**src/rtl/obstacle_ctrl.sv**
```systemverilog
// Obstacle sprite sequencer: draw, hold, erase, advance across the VGA frame.
// Define OBSTACLE_WRAP_EN to loop the sprite back to START_X instead of stopping.
module obstacle_ctrl #(
    parameter int         FRAME_CYCLES    = 833333,
    parameter int         FRAMES_PER_STEP = 4,
    parameter logic [7:0] START_X         = 8'd10,
    parameter logic [6:0] START_Y         = 7'd58,
    parameter logic [7:0] END_X           = 8'd100,
    parameter logic [2:0] OBS_COLOUR      = 3'd2
) (
    input  logic       clock,
    input  logic       resetn,
    input  logic       start,
    input  logic       stop,
    output logic       plot,
    output logic [7:0] x,
    output logic [6:0] y,
    output logic [2:0] colour,
    output logic       busy,
    output logic       done
);

    localparam int FW = (FRAME_CYCLES > 1) ? $clog2(FRAME_CYCLES) : 1;
    localparam int SW = (FRAMES_PER_STEP > 1) ? $clog2(FRAMES_PER_STEP) : 1;
    localparam logic [FW-1:0] FRAME_LAST = FW'(FRAME_CYCLES - 1);
    localparam logic [SW-1:0] STEP_LAST  = SW'(FRAMES_PER_STEP - 1);

    typedef enum logic [2:0] {
        IDLE,
        DRAW,
        WAIT,
        ERASE,
        MOVE,
        DONE
    } state_t;

    state_t        state;
    state_t        state_nx;
    logic [7:0]    pos_x;
    logic [3:0]    pix_cnt;
    logic [FW-1:0] frame_cnt;
    logic [SW-1:0] step_cnt;

    logic frame_wrap;
    logic step_last;
    logic pix_last;
    logic at_end;
    logic scan;

    assign frame_wrap = (frame_cnt == FRAME_LAST);
    assign step_last  = (step_cnt == STEP_LAST);
    assign pix_last   = (pix_cnt == 4'hF);
    assign at_end     = (pos_x == END_X);

    always_comb begin
        state_nx = state;
        if (stop) begin
            state_nx = IDLE;
        end else begin
            unique case (state)
                IDLE, DONE: if (start) state_nx = DRAW;
                DRAW:  if (pix_last) state_nx = WAIT;
                WAIT:  if (frame_wrap && step_last) state_nx = ERASE;
                ERASE: if (pix_last) state_nx = MOVE;
`ifdef OBSTACLE_WRAP_EN
                MOVE:  state_nx = DRAW;
`else
                MOVE:  state_nx = at_end ? DONE : DRAW;
`endif
                default: state_nx = IDLE;
            endcase
        end
    end

    always_ff @(posedge clock or negedge resetn) begin
        if (!resetn) begin
            state     <= IDLE;
            pos_x     <= START_X;
            pix_cnt   <= '0;
            frame_cnt <= '0;
            step_cnt  <= '0;
        end else begin
            state <= state_nx;
            if (stop) begin
                pix_cnt   <= '0;
                frame_cnt <= '0;
                step_cnt  <= '0;
            end else begin
                unique case (state)
                    IDLE, DONE: begin
                        if (start) begin
                            pos_x     <= START_X;
                            pix_cnt   <= '0;
                            frame_cnt <= '0;
                            step_cnt  <= '0;
                        end
                    end
                    DRAW: begin
                        pix_cnt <= pix_cnt + 4'd1;
                        if (pix_last) begin
                            frame_cnt <= '0;
                            step_cnt  <= '0;
                        end
                    end
                    WAIT: begin
                        if (frame_wrap) begin
                            frame_cnt <= '0;
                            // step_cnt is cleared explicitly since the step count need not be a power of two
                            if (step_last) begin
                                step_cnt <= '0;
                                pix_cnt  <= '0;
                            end else begin
                                step_cnt <= step_cnt + SW'(1);
                            end
                        end else begin
                            frame_cnt <= frame_cnt + FW'(1);
                        end
                    end
                    ERASE: pix_cnt <= pix_cnt + 4'd1;
                    MOVE: begin
                        pix_cnt <= '0;
                        if (!at_end) begin
                            pos_x <= pos_x + 8'd1;
                        end else begin
`ifdef OBSTACLE_WRAP_EN
                            pos_x <= START_X;
`else
                            pos_x <= pos_x;
`endif
                        end
                    end
                    default: begin
                        pix_cnt <= '0;
                    end
                endcase
            end
        end
    end

    always_comb begin
        scan   = (state == DRAW) || (state == ERASE);
        plot   = scan;
        colour = (state == DRAW) ? OBS_COLOUR : 3'd0;
        x      = pos_x;
        y      = START_Y;
        if (scan) begin
            x = pos_x + {6'd0, pix_cnt[1:0]};
            y = START_Y + {5'd0, pix_cnt[3:2]};
        end
        busy = (state == DRAW) || (state == WAIT) ||
               (state == ERASE) || (state == MOVE);
        done = (state == DONE);
    end

endmodule

```
**config.mk**
```make
export PLATFORM = sky130hd
export DESIGN_NAME = obstacle_ctrl
export DESIGN_NICKNAME = d
export VERILOG_FILES = /design/src/rtl/obstacle_ctrl.sv
export SDC_FILE = /design/constraint.sdc
export NUM_CORES = 1
export LEC_CHECK = 0
export ABC_CLOCK_PERIOD_IN_PS = 2190
export BUFFER_PORTS_ARGS = -buffer_cell sky130_fd_sc_hd__buf_2
export CAP_MARGIN = 20
export CELL_PAD_IN_SITES_DETAIL_PLACEMENT = 1
export CELL_PAD_IN_SITES_GLOBAL_PLACEMENT = 1
export CORE_MARGIN = 2
export CORE_UTILIZATION = 40
export CTS_BUF_LIST = sky130_fd_sc_hd__clkbuf_16
export CTS_CLUSTER_SIZE = 14
export DETAILED_ROUTE_END_ITERATION = 7
export PLACE_DENSITY_LB_ADDON = 0.15
export SETUP_SLACK_MARGIN = 0.2
export SLEW_MARGIN = 10
export SYNTH_ARGS = -nofsm -noshare
export SYNTH_HDL_FRONTEND = slang
export SYNTH_SLANG_ARGS = --single-unit
```
**constraint.sdc**
```tcl
create_clock -name clock -period 2.19 [get_ports clock]
set_clock_uncertainty 0.15 [all_clocks]
set_input_delay 0.3285 -clock clock [delete_from_list [all_inputs] [get_ports clock]]
set_output_delay 0.3285 -clock clock [all_outputs]
set_load 0.02 [all_outputs]
```
==> results of run 1 <==
worst paths after layout:
path / from / end / slack, ns / depth (start not counted)
worst max-delay path: pos_x[0] / x[6] / -0.08 / 7
min in group asynchronous: resetn / pos_x[2] / 0.38 / 2
max in group asynchronous: resetn / pos_x[1] / 0.96 / 3
worst max register to register: pos_x[1] / pos_x[3] / -0.06 / 7
worst min register to register: frame_cnt[19] / frame_cnt[19] / 0.33 / 1
worst min-delay path: stop / state[1] / 0.24 / 2
Yosys cell counts, drive strengths merged (3+ instances only):
cell / n / area [um2]
o311ai: 3 / 26.28
nand4: 16 / 100.1
nor2: 19 / 71.32
nand3: 14 / 70.07
ha: 8 / 100.1
xor2: 4 / 35.03
nand2: 29 / 108.9
and2: 3 / 18.77
o21ai: 22 / 113.9
nand3b: 3 / 22.52
a31oi: 3 / 18.77
inv: 21 / 78.83
a21o: 3 / 22.52
nor3: 10 / 50.05
or4: 3 / 26.27
a21oi: 22 / 110.1
o41ai: 3 / 26.28
nor4: 3 / 25.02
dfrtp: 35 / 875.8
buf: 10 / 73.82
clkbuf: 9 / 33.78
mux2i: 6 / 60.06
xnor2: 5 / 43.79
placed cells by master (no fill, tap or decap), types with 5 or more instances in the layout:
| master | instances |
|---|---|
| a21oi_1 | 6 |
| a21oi_2 | 10 |
| a21oi_4 | 6 |
| buf_12 | 5 |
| buf_2 | 11 |
| buf_4 | 45 |
| buf_6 | 15 |
| clkbuf_16 | 7 |
| conb_1 | 6 |
| dfrtp_1 | 33 |
| inv_1 | 16 |
| mux2i_1 | 6 |
| nand2_1 | 26 |
| nand3_1 | 13 |
| nand4_1 | 16 |
| nor2_1 | 17 |
| nor3_2 | 5 |
| o21ai_1 | 8 |
| o21ai_2 | 9 |
area by class of cell:
cell class,count,area (um2)
Sequential cell,37,930.9
Clock buffer,5,125.1
Tap cell,75,93.84
Multi-Input combinational cell,216,1695
Inverter,21,83.83
Clock inverter,2,8.758
Fill cell,656,2178
Timing Repair Buffer,82,804.5
repair_timing:
action                                  CTS  global route
endpoints found under the hold margin    15             0
gates resized for setup                  78            40
endpoints found under the setup margin   45            46
hold buffers                              1             0
buffers inserted                         19             9
pin swaps                                32            19
cloned                                    4             1
sequential cells by signal (all words and copies together), names as in the netlist:
name and count:
step_cnt 2, pos_x 8, pix_cnt 4, state 3, frame_cnt 20
kinds of logic (layout without fill, tap and decap cells):
family,count (synthesis),after routing,share of synthesized area
xor gates and xnor gates,9,9,0.03227
AOI/OAI and AO/OA,68,68,0.1727
adders and majority gates,9,9,0.04918
buffers and inverters,40,110,0.07633
DFF,37,37,0.3801
muxes,7,7,0.02920
other,2,6,0.003075
and+or+nand+nor,117,117,0.2572
metrics by stage:
step	hold slack, ns	setup slack, ns	setup TNS, ns
5_1_grt	0.2560	-0.1911	-1.303
3_5_place_dp	0.1438	-0.1200	-0.1766
4_1_cts	0.2178	-0.1025	-0.3683
3_3_place_gp	0.1411	-0.008016	-0.008016
2_1_floorplan	-0.1171	-0.08110	-0.1343
6_report	0.2394	-0.08425	-0.4775
power by group through the flow:
stage / registers [mW] / logic [mW] / clock network [mW]
2_1_floorplan: 0.704 / 0.0802 / 0
5_1_grt: 0.695 / 0.203 / 0.724
4_1_cts: 0.694 / 0.163 / 0.689
3_3_place_gp: 0.704 / 0.127 / 0
6_report: 0.695 / 0.187 / 0.686
3_5_place_dp: 0.704 / 0.130 / 0
worst max-delay path, delay by kind of cell, from the launching register on:
kind	cells	cell delay [ns]
simple gates	2	0.19
flops	1	0.38
fa+ha+maj	2	0.62
buf+inv	2	0.20
xor+xnor	1	0.13
routing by layer:
| layer | vias up | share of wire | track usage |
|---|---|---|---|
| met1 | 1275 | 0.39 | 0.3055 |
| met4 | 0 | 0.032 | 0.1133 |
| met5 | - | 0 | 0 |
| met2 | 65 | 0.55 | 0.4659 |
| li1 | 1182 | - | - |
| met3 | 24 | 0.028 | 0.03696 |
==> flow_summary.yaml, run 1 <==
worst_setup_path:
  end_kind: "output port"
  crit_arrival_ns: 1.80
  crit_path_start_kind: "flip-flop"
  crit_type: "reg -> out"
  crit_required_ns: 1.71
  critPathMaxFanout: 3
  worstPathCellList: "ha_2 -> inv_2 -> fa_2 -> nor2_4 -> nand2_2 -> xnor2_2 -> buf_4"
  crit_path_max_incr_delay_ns: 0.42
  slowest_stage: "fa_2"
route:
  vias_per_cell: 5.813
  remaining_drc_errors: 0
  routed-via-count: 2546
  drtPass1Iterations: 4
  routedWlPerCell_um: 20.91
  drt_iter0_drc: 127
  finalWirelength_um: 9159
  ant_nets: 0
timing:
  timing.final.ws_setup_ns: -0.08425
  post-route-period-util: 1.038
  timing.final.max_slew_violations: 0
  rsz0062_at_grt: "true"
  max_freq_ghz: 0.4397
  final-setup-viol-count: 9
  min_period_ns: 2.274
  worstMarginPinSlew_ns: 0.6003
  maxSlewHeadroom: 0.5945
  hold_viol: 0
power_and_ir_drop:
  power.density_nw_per_um2: 418.8
  vdd_drop_max_uv: 300.6
  cellLeakagePower_nw: 1.585
  seq_power_share: 0.443
  power_frac_comb: 0.119
  p_int_mw: 1.173
  finalPower_mw: 1.567
  swShare: 0.2515
  switchingPower_mw: 0.3941
  clockPowerShare: 0.437
synthesis:
  yosys_warnings: 0
  syn-instance-count: 289
  synth.distinct_cells: 56
  syn_area_per_cell_um2: 8.451
  synth_edf_count: 0
  netlist_area_um2: 2442
  synth_seq_cells: 37
  ys_seq_area_frac: 0.3801
  synthArstFlopShare: 1.000
  synthFlopType: "dfrtp_1"
placed_design:
  hpwl_um: 4899
  place_area_um2: 2824
  place_inst: 397
  port_buffers: 18
  gp_congestion: 0.7608
layout:
  instances_no_fill: 438
  diodes: 0
  num-nets-final: 376
  stdcell_area_um2: 3742
  syn_to_final_growth_pct: 53.23
  drive_gt1_frac: 0.4353
  layout.core_utilization: 0.6321
die:
  die_h_um: 82.14
  rows: 28
  io_pins: 25
  start_util: 0.4125
  core_um2: 5921
  dieArea_um2: 6747
  die_x_um: 82.14
cts:
  cts-root-buf: "clkbuf_16"
  clk_pin_slew_worst_paths_ns: 0.06
  cts_num_sinks: 37
  cts.path.max_buffers: 2
  htree_levels: 2
  cts_tree: "built"
  cts_buffers: 5
  insertion_delay_ns: 0.28
grt:
  grt_pass1_vias: 2499
  grt_max_degree: 22
  antenna_found_initial: 0
  gr-usage-all-layers: 0.2588
  grt_pass1_wl_um: 12960
  overflow: 0
min_path:
  hold_path.class: "in -> reg"
run_status:
  violations: "setup timing"
  outcome: "finished, violations left"
run:
  cap_violations: 0
(Power assumes the default switching activity.)
==> inputs of run 2 (changes only) <==
--- a/config.mk
+++ b/config.mk
@@ -21,3 +21,4 @@
 export SYNTH_ARGS = -nofsm -noshare
 export SYNTH_HDL_FRONTEND = slang
 export SYNTH_SLANG_ARGS = --single-unit
+export TNS_END_PERCENT = 30
==> run 2 against run 1 <==
  * The run still ends with setup timing left
  * Utilization decreased by 4.6 points
  * Design area decreased by 7.4%
  * Worst hold slack got worse by 0.025 ns
  * Routed wire length decreased by 13%
  * Clock-buffer cell count unchanged
  * Sequential power about the same
  * Worst setup slack got worse by 0.11 ns
  * Maximum frequency decreased by 4.5%
  * Via count decreased by 4.9%
  * Sequential share of layout area increased by 1.9 points
  * Critical path depth unchanged
  * Global-route usage decreased by 1.8 points
  * Highest routed layer unchanged
==> flow_summary.yaml, run 2 (synthesis results as in run 1) <==
route:
  remaining_drc_errors: 0
  ant_nets: 0
  vias_per_cell: 5.737
  routed-via-count: 2421
  finalWirelength_um: 7925
  drtPass1Iterations: 4
  drt_iter0_drc: 52
  routedWlPerCell_um: 18.78
cts:
  cts_buffers: 5
  insertion_delay_ns: 0.28
  cts_num_sinks: 37
  cts-root-buf: "clkbuf_16"
  cts_tree: "built"
  htree_levels: 2
  cts.path.max_buffers: 2
  clk_pin_slew_worst_paths_ns: 0.06
layout:
  syn_to_final_growth_pct: 41.96
  layout.cells.most_common: "buf_4"
  fill_cells: 685
  largest_register: "frame_cnt"
  final_cell_mix: "buf_4, dfrtp_1, nand2_1"
  reg.largest.list: "frame_cnt (20), pos_x (8), pix_cnt (4)"
  largest_reg_flops: 20
  diodes: 0
  drive_gt1_frac: 0.3833
  instances_no_fill: 422
  num-nets-final: 359
worst_setup_path:
  path_delay_family: "flip-flops"
  critPathMaxFanout: 2
  slowest_stage: "dfstp_2"
  r2r-end: "pos_x[5]"
  r2r_start: "pos_x[1]"
  crit_path_max_incr_delay_ns: 0.55
  rrSetupSlack_ns: -0.18
  end_kind: "output port"
  crit_type: "reg -> out"
  crit_path_start_kind: "flip-flop"
  path_buf_inv: 3
  worstPathCellList: "inv_2 -> buf_6 -> fa_2 -> nor2_4 -> nand2_1 -> xnor2_1 -> buf_4"
  crit_arrival_ns: 1.90
  crit_required_ns: 1.71
  r2r_cells: 8
power_and_ir_drop:
  finalPower_mw: 1.550
  seq_power_share: 0.447
  switchingPower_mw: 0.3797
  vdd_drop_max_uv: 324.0
  power.density_nw_per_um2: 447.1
  swShare: 0.2449
  clockPowerShare: 0.438
  p_int_mw: 1.170
  power_frac_comb: 0.115
  cellLeakagePower_nw: 1.471
die:
  rows: 28
  die_h_um: 82.14
  io_pins: 25
  core_um2: 5921
  die_x_um: 82.14
  dieArea_um2: 6747
  start_util: 0.4125
timing:
  timing.final.ws_setup_ns: -0.1919
  max_freq_ghz: 0.4198
  timing.final.max_slew_violations: 0
  hold_viol: 0
  maxSlewHeadroom: 0.6383
  post-route-period-util: 1.088
  setup_tns_ns: -1.220
  final-setup-viol-count: 11
  min_period_ns: 2.382
  whs_ns: 0.2142
  worstMarginPinSlew_ns: 0.5426
  rsz0062_at_grt: "true"
min_path:
  min_to: "state[1]"
  hold_path.class: "in -> reg"
  worstHoldPathCells: 2
  holdCritStartpoint: "stop"
grt:
  grt_pass1_wl_um: 12340
  overflow: 0
  grt_max_degree: 22
  gr-usage-all-layers: 0.2412
  grt_pass1_vias: 2495
  antenna_found_initial: 0
placed_design:
  hpwl_um: 4804
  place_inst: 399
  port_buffers: 18
  gp_congestion: 0.7981
run_status:
  violations: "setup timing"
  outcome: "finished, violations left"
run:
  cap_violations: 0
run 2: changes by cell type in the layout (fill, tap and decap cells not counted), sizes merged:
cell / previous run / this run
buf: 79 / 62
inv: 22 / 21
clkinv: 1 / 3
run 2: worst reg2reg max path, cell delays in order (launching register included):
cell     delay, ns
dfstp_2       0.55
inv_2         0.05
buf_4         0.13
ha_2          0.15
or4bb_1       0.17
nor4_2        0.05
or4_4         0.45
or2_4         0.28
o41ai_2       0.29
run 2: power groups by stage:
stage          clock network (mW)  logic, mW  registers (mW)
4_1_cts                     0.703      0.160           0.692
6_report                    0.679      0.178           0.694
2_1_floorplan                   0     0.0787           0.704
3_3_place_gp                    0      0.123           0.705
3_5_place_dp                    0      0.125           0.705
5_1_grt                     0.733      0.194           0.694
run 2: worst max path at each step:
stage,start,to,slack (ns),cells past startpoint
detailed placement,pos_x[1],pos_x[3],-0.03,7
finish,pos_x[1],x[6],-0.19,7
CTS,pos_x[1],x[6],-0.15,7
global route,pos_x[1],pos_x[5],-0.27,8
floorplan,pos_x[1],pos_x[4],-0.08,8
global placement,pos_x[1],pos_x[3],0.01,7
run 2: cell type report:
class,instances,area (um2),share of cell area
multi-input combinational,216,1633,0.4709
sequential,37,929.6,0.2681
inverter,21,83.83,0.02418
clock buffer,5,125.1,0.03609
clock inverter,3,12.51,0.003609
timing repair buffer,65,589.3,0.1700
tap,75,93.84,0.02707
run 2: metrics by stage:
step / worst slack, ns / utilization / area [um2]
final: -0.1919 / 0.5856 / 3467
after CTS: -0.1457 / 0.5575 / 3301
after detailed placement: -0.02785 / 0.4770 / 2824
after global placement: 0.01096 / 0.4770 / 2824
after floorplan: -0.08110 / - / 2460
after global routing: -0.2686 / 0.5856 / 3467
run 2: what timing repair did:
item	in CTS	in global routing
endpoints found under the hold margin	19	0
gates resized for setup	59	44
hold buffers	1	0
gates cloned	3	0
endpoints found under the setup margin	43	46
pin swaps	39	42
buffers inserted	9	2
run 2: per-layer routing:
layer,vias up,track usage,wire length (um)
li1,1144,-,-
met1,1239,0.2751,3198
met2,29,0.4602,4465
met4,0,0.07167,91
met5,-,0,0
met3,9,0.03696,168
